### src/rtl/round_controller.sv
// Pong match sequencer: serve/play/point/game-over FSM, scores, ball gating and paddle move arbitration.
// Outputs are registered one frame after the sample; there is no backpressure, and every input is sampled each frame.
module round_controller #(
   parameter int SERVE_FRAMES  = 60,
   parameter int SCORED_FRAMES = 90,
   parameter int WIN_SCORE     = 7,
   parameter int CPU_DEADBAND  = 2,
   parameter int CPU_REACT_X   = 80
) (
   input  logic       sixtyhz_clk,
   input  logic       resetn,
   input  logic       start,
   input  logic       cpu_mode,
   input  logic       p1_up,
   input  logic       p1_down,
   input  logic       p2_up,
   input  logic       p2_down,
   input  logic [7:0] b_x,
   input  logic [6:0] b_y,
   input  logic [6:0] paddle2_y,
   input  logic       goal_left,
   input  logic       goal_right,
   output logic       inc_p1_y,
   output logic       dec_p1_y,
   output logic       inc_p2_y,
   output logic       dec_p2_y,
   output logic       cpu,
   output logic       ball_reset,
   output logic       ball_enable,
   output logic [3:0] score1,
   output logic [3:0] score2,
   output logic [1:0] winner,
   output logic [2:0] phase
);

   localparam logic [2:0] S_IDLE   = 3'd0;
   localparam logic [2:0] S_SERVE  = 3'd1;
   localparam logic [2:0] S_PLAY   = 3'd2;
   localparam logic [2:0] S_SCORED = 3'd3;
   localparam logic [2:0] S_OVER   = 3'd4;

   // Timer only ever holds a load value minus one, so clog2 of the larger period suffices.
   localparam int TMAX = (SERVE_FRAMES > SCORED_FRAMES) ? SERVE_FRAMES : SCORED_FRAMES;
   localparam int TW   = (TMAX > 1) ? $clog2(TMAX) : 1;

   localparam logic [TW-1:0] SERVE_LD  = TW'(SERVE_FRAMES - 1);
   localparam logic [TW-1:0] SCORED_LD = TW'(SCORED_FRAMES - 1);
   localparam logic [3:0]    WIN_S     = 4'(WIN_SCORE);
   localparam logic [8:0]    DEADBAND  = 9'(CPU_DEADBAND);
   localparam logic [7:0]    REACT_X   = 8'(CPU_REACT_X);

   logic [2:0]    r_state;
   logic [TW-1:0] r_timer;
   logic          r_start_q;
   logic [3:0]    r_score1;
   logic [3:0]    r_score2;
   logic [1:0]    r_winner;
   logic          r_cpu;
   logic          r_inc_p1;
   logic          r_dec_p1;
   logic          r_inc_p2;
   logic          r_dec_p2;
   logic          r_ball_reset;
   logic          r_ball_enable;

   logic [2:0]    w_state_nxt;
   logic [TW-1:0] w_timer_nxt;
   logic [3:0]    w_score1_nxt;
   logic [3:0]    w_score2_nxt;
   logic [1:0]    w_winner_nxt;
   logic          w_cpu_nxt;
   logic          w_inc_p1_nxt;
   logic          w_dec_p1_nxt;
   logic          w_inc_p2_nxt;
   logic          w_dec_p2_nxt;
   logic          w_ball_reset_nxt;
   logic          w_ball_enable_nxt;

   logic          w_start_ev;
   logic [3:0]    w_score1_inc;
   logic [3:0]    w_score2_inc;
   logic          w_goal_p1;
   logic          w_goal_p2;
   logic [7:0]    w_centre;
   logic [8:0]    w_by_ext;
   logic          w_track;
   logic          w_cpu_dec;
   logic          w_cpu_inc;
   logic          w_moving;

   assign w_start_ev   = start & ~r_start_q;
   assign w_score1_inc = r_score1 + 4'd1;
   assign w_score2_inc = r_score2 + 4'd1;
   assign w_goal_p1    = goal_right & ~goal_left;
   assign w_goal_p2    = goal_left & ~goal_right;

   // CPU opponent aims the paddle centre (top + 10) at the ball, with a deadband.
   assign w_centre  = {1'b0, paddle2_y} + 8'd10;
   assign w_by_ext  = {2'b00, b_y};
   assign w_track   = (b_x >= REACT_X);
   assign w_cpu_dec = w_track && ((w_by_ext + DEADBAND) < {1'b0, w_centre});
   assign w_cpu_inc = w_track && !w_cpu_dec && (w_by_ext > ({1'b0, w_centre} + DEADBAND));

   always_ff @(posedge sixtyhz_clk) begin
      if (!resetn) begin
         r_state <= S_IDLE;
      end else begin
         r_state <= w_state_nxt;
      end
   end

   always_comb begin
      w_state_nxt  = r_state;
      w_timer_nxt  = r_timer;
      w_score1_nxt = r_score1;
      w_score2_nxt = r_score2;
      w_winner_nxt = r_winner;
      w_cpu_nxt    = r_cpu;
      case (r_state)
         S_IDLE, S_OVER: begin
            if (w_start_ev) begin
               w_score1_nxt = 4'd0;
               w_score2_nxt = 4'd0;
               w_winner_nxt = 2'd0;
               w_cpu_nxt    = cpu_mode;
               w_timer_nxt  = SERVE_LD;
               w_state_nxt  = S_SERVE;
            end
         end
         S_SERVE: begin
            if (r_timer == '0) begin
               w_state_nxt = S_PLAY;
            end else begin
               w_timer_nxt = r_timer - 1'b1;
            end
         end
         S_PLAY: begin
            if (goal_left || goal_right) begin
               w_timer_nxt = SCORED_LD;
               w_state_nxt = S_SCORED;
               if (w_goal_p1) begin
                  w_score1_nxt = w_score1_inc;
                  if (w_score1_inc == WIN_S) begin
                     w_winner_nxt = 2'd1;
                     w_state_nxt  = S_OVER;
                  end
               end else if (w_goal_p2) begin
                  w_score2_nxt = w_score2_inc;
                  if (w_score2_inc == WIN_S) begin
                     w_winner_nxt = 2'd2;
                     w_state_nxt  = S_OVER;
                  end
               end
            end
         end
         S_SCORED: begin
            if (r_timer == '0) begin
               w_timer_nxt = SERVE_LD;
               w_state_nxt = S_SERVE;
            end else begin
               w_timer_nxt = r_timer - 1'b1;
            end
         end
         default: begin
            w_state_nxt = S_IDLE;
         end
      endcase
   end

   // Decoded from the next state so move/ball outputs flip on the same edge as phase.
   always_comb begin
      w_moving          = (w_state_nxt == S_SERVE) || (w_state_nxt == S_PLAY);
      w_ball_reset_nxt  = (w_state_nxt != S_PLAY);
      w_ball_enable_nxt = (w_state_nxt == S_PLAY);
      w_inc_p1_nxt      = w_moving && p1_down && !p1_up;
      w_dec_p1_nxt      = w_moving && p1_up && !p1_down;
      w_inc_p2_nxt      = 1'b0;
      w_dec_p2_nxt      = 1'b0;
      if (w_moving) begin
         if (w_cpu_nxt) begin
            w_inc_p2_nxt = w_cpu_inc;
            w_dec_p2_nxt = w_cpu_dec;
         end else begin
            w_inc_p2_nxt = p2_down && !p2_up;
            w_dec_p2_nxt = p2_up && !p2_down;
         end
      end
   end

   always_ff @(posedge sixtyhz_clk) begin
      if (!resetn) begin
         r_timer       <= '0;
         r_start_q     <= 1'b0;
         r_score1      <= 4'd0;
         r_score2      <= 4'd0;
         r_winner      <= 2'd0;
         r_cpu         <= 1'b0;
         r_inc_p1      <= 1'b0;
         r_dec_p1      <= 1'b0;
         r_inc_p2      <= 1'b0;
         r_dec_p2      <= 1'b0;
         r_ball_reset  <= 1'b1;
         r_ball_enable <= 1'b0;
      end else begin
         r_timer       <= w_timer_nxt;
         r_start_q     <= start;
         r_score1      <= w_score1_nxt;
         r_score2      <= w_score2_nxt;
         r_winner      <= w_winner_nxt;
         r_cpu         <= w_cpu_nxt;
         r_inc_p1      <= w_inc_p1_nxt;
         r_dec_p1      <= w_dec_p1_nxt;
         r_inc_p2      <= w_inc_p2_nxt;
         r_dec_p2      <= w_dec_p2_nxt;
         r_ball_reset  <= w_ball_reset_nxt;
         r_ball_enable <= w_ball_enable_nxt;
      end
   end

   assign phase       = r_state;
   assign score1      = r_score1;
   assign score2      = r_score2;
   assign winner      = r_winner;
   assign cpu         = r_cpu;
   assign inc_p1_y    = r_inc_p1;
   assign dec_p1_y    = r_dec_p1;
   assign inc_p2_y    = r_inc_p2;
   assign dec_p2_y    = r_dec_p2;
   assign ball_reset  = r_ball_reset;
   assign ball_enable = r_ball_enable;

endmodule

### config.mk
export PLATFORM = sky130hd
export DESIGN_NAME = round_controller
export DESIGN_NICKNAME = d
export VERILOG_FILES = /design/src/rtl/round_controller.sv
export SDC_FILE = /design/constraint.sdc
export NUM_CORES = 1
export LEC_CHECK = 0
export CAP_MARGIN = 0
export CORE_MARGIN = 8
export CORE_UTILIZATION = 34
export DETAILED_ROUTE_END_ITERATION = 7
export PLACE_DENSITY = 0.63
export SLEW_MARGIN = 20
export SYNTH_ARGS = -nofsm -noshare
export SYNTH_HDL_FRONTEND = slang
export SYNTH_SLANG_ARGS = --single-unit
### constraint.sdc
create_clock -name sixtyhz_clk -period 4.5 [get_ports sixtyhz_clk]
set_input_delay 1.35 -clock sixtyhz_clk [delete_from_list [all_inputs] [get_ports sixtyhz_clk]]
set_output_delay 1.35 -clock sixtyhz_clk [all_outputs]
set_load 0.01 [all_outputs]
==> metrics.txt <==
status=finished clean; post-synthesis sequential area ratio=0.263; CP Data Required Time=4.71 ns; Hold Crit Depth=1; post_cts resized=0; largest net degree at the start of global routing=17; vias per cell=roughly 5.2; fmax=roughly 230 MHz; first-pass GRT wire length=8.85 mm; root buf cell=clkbuf_8; Comb power frac=0.368; worst skew pair latency=roughly 0.28 ns; Post-Layout Cell Count=390; Post-synth EDFFs=0; flops & latches, synth=28; Worst R2R Setup Slack=approximately 2.2 ns; Total Wirelength=around 5.2 mm; Leak Pwr=around 0.0011 uW; R2R depth=5; Routed Antenna Nets=0; Worst Setup Start Kind=input pin; Core Box Area=6200 um^2; Mapped Nets=324; Starting Density=0.344; Die Height=95.2 um; Hold Path Origin=winner[0]; CP Class=input pin to flip-flop; I/O pin count=52; drt first-iter violations=143; crit end category=flip-flop; worst r2r src=phase[1]; Post-Syn Area=around 2100 um^2; port bufs=47; initial antenna violation count=0; Pwr Density=just under 300 nW/um^2; Hold Vio Cnt, Final=0; Mapped Cells=roughly 270; gr usage total=0.118; nets=between 300 and 400; CTS H-Tree Depth=1; Rows=29; cts hold-fix bufs=0; Layout Skew=about 0.0047 ns; gp weighted congestion=0.816; footprint of the multi-input gates=~1500 um^2; Bufs on Longest Clock Path=2; grt ovf=0; post-synthesis cell type count=47; DIE AREA=9060 um^2; layout cell share with drive strength beyond 1=0.0511; max capacitance violation total=0; clk slew on worst S/H paths=roughly 0.10 ns; switching share of power=0.335; CTS Sinks=28; worst setup margin=0.244 ns; fraction of registers with async set/reset=0; Max Slew Vio Count=0; Switch Pwr=roughly 270 uW; Storage cell area=between 500 and 600 um^2; HPWL after DPL=roughly 4.2 mm; reg-to-reg critical path endpoint=inc_p2_y; hold path endpoint=winner[0]; ANT cells=0; final period utilization=0.946; final setup fails=0; routed len/inst=13.4 um; CTS tree=built; Most used DFF post-synth=dfxtp_1; hold crit path type=flip-flop to flip-flop; Min Hold Slack=0.483 ns; Slew headroom=0.634; area grow syn2layout=29.6%; CTS buffer count=3; arrival time at the worst endpoint=4.47 ns; post-CTS setup buffer count=0; DRC Markers=0; fill cell count=~630; Initial DRT Pass Iterations=4; Tightest Pin Transition=0.547 ns; vias in the first global route=1947; maximum vdd drop=0.149 mV; Int Pwr=between 500 and 600 uW; Placed Cells=between 300 and 400; via count=just over 2000; syn avg cell area=8.02 um^2; Place WS=-0.0383 ns; Ys Warns=0; die width=approximately 95 um; Layout Utilization=0.445; Clock power frac=0.251; Tmin final=approximately 4.3 ns; RSZ-0062 raised after global routing=false; share of power burned in registers=0.381; crit path max fanout=5
[synth_stat cells, types with 5 or more instances]
library cell,instances,area share
o21ai_0,16,0.038
nor3_1,6,0.014
nor3b_1,5,0.018
nand2_1,17,0.030
nor2_1,28,0.049
nand3_1,6,0.014
ha_1,26,0.15
clkbuf_1,5,0.0088
xnor2_1,6,0.025
nor2b_1,7,0.021
inv_1,13,0.023
nand2b_1,8,0.023
a31oi_1,5,0.015
dfxtp_1,28,0.26
a21oi_1,20,0.047
nand3b_1,5,0.018
xor2_1,6,0.025
a211oi_1,6,0.021
[power by group through the flow]
stage / clock network [uW] / logic [uW] / registers (uW)
2_1_floorplan: 0 / 200 / 302
3_3_place_gp: 0 / 289 / 309
3_5_place_dp: 0 / 293 / 310
4_1_cts: 205 / 295 / 305
5_1_grt: 219 / 332 / 311
6_report: 201 / 294 / 305
[cells by family after synthesis]
group / after synthesis / share of synthesized area
XOR/XNOR: 12 / 0.0493
adder cells (fa/ha/maj): 26 / 0.153
flip-flops: 28 / 0.263
multiplexers: 1 / 0.00470
buffers and inverters: 21 / 0.0399
AO/OA/AOI/OAI: 74 / 0.222
AND/OR/NAND/NOR: 104 / 0.268
[routing by layer]
metal	track usage	vias to the layer above	wire length [um]
met5	0	-	0
met4	0.0416	0	40
met3	0.0165	2	318
met2	0.201	42	2460
met1	0.148	923	2400
li1	-	1058	-
[flip-flops by register name, summed over array words and instances (netlist names)]
name         flops
ball_reset       1
winner           2
score1           4
cpu              1
r_timer          7
score2           4
phase            3
dec_p2_y         1
ball_enable      1
inc_p2_y         1
inc_p1_y         1
r_start_q        1
dec_p1_y         1
[worst max-delay path by stage]
stage | from | to | slack [ns] | cells after the start
floorplan | paddle2_y[1] | inc_p2_y | 0.76 | 11
global placement | paddle2_y[1] | inc_p2_y | 0.03 | 12
detailed placement | paddle2_y[1] | inc_p2_y | -0.04 | 12
CTS | paddle2_y[1] | inc_p2_y | 0.25 | 12
global route | paddle2_y[1] | inc_p2_y | 0.06 | 12
finish | paddle2_y[1] | inc_p2_y | 0.24 | 12
[worst max-delay path, cell delays in order]
cell	delay [ns]
clkdlybuf4s50_1	0.55
inv_1	0.09
ha_1	0.34
or3_1	0.40
nor3_1	0.20
xor2_1	0.17
ha_1	0.27
nand4_1	0.10
o21ai_0	0.08
or3_1	0.31
or4_1	0.47
a21oi_1	0.13
[cells in the final DEF, fill, tap and decap left out, types with 4 or more instances in the layout]
master,count
a211oi_1,6
o21ai_0,16
a21o_1,4
inv_1,13
nand3_1,6
nor3_1,6
xor2_1,6
nor2_1,28
or3_1,4
o21a_1,4
nor2b_1,7
nand2_1,17
nand2b_1,8
a31oi_1,5
xnor2_1,6
nor3b_1,5
nand3b_1,5
ha_1,26
buf_4,4
dfxtp_1,28
a21oi_1,20
clkdlybuf4s50_1,47
[area by class of cell]
cell class,count,share of cell area
flip-flops and latches,28,0.203
repair buffers,51,0.181
inverters,13,0.0177
clock inverters,1,0.0109
multi-input cells,217,0.538
clock buffers,3,0.0149
well taps,77,0.0349
[through the flow]
stage	setup TNS [ns]	total power [uW]	area, um^2
floorplan	0	503	2130
global placement	0	598	2690
detailed placement	-0.0383	602	2690
CTS	0	805	2760
global route	0	861	2760
finish	0	800	2760
(Power assumes the default switching activity.)
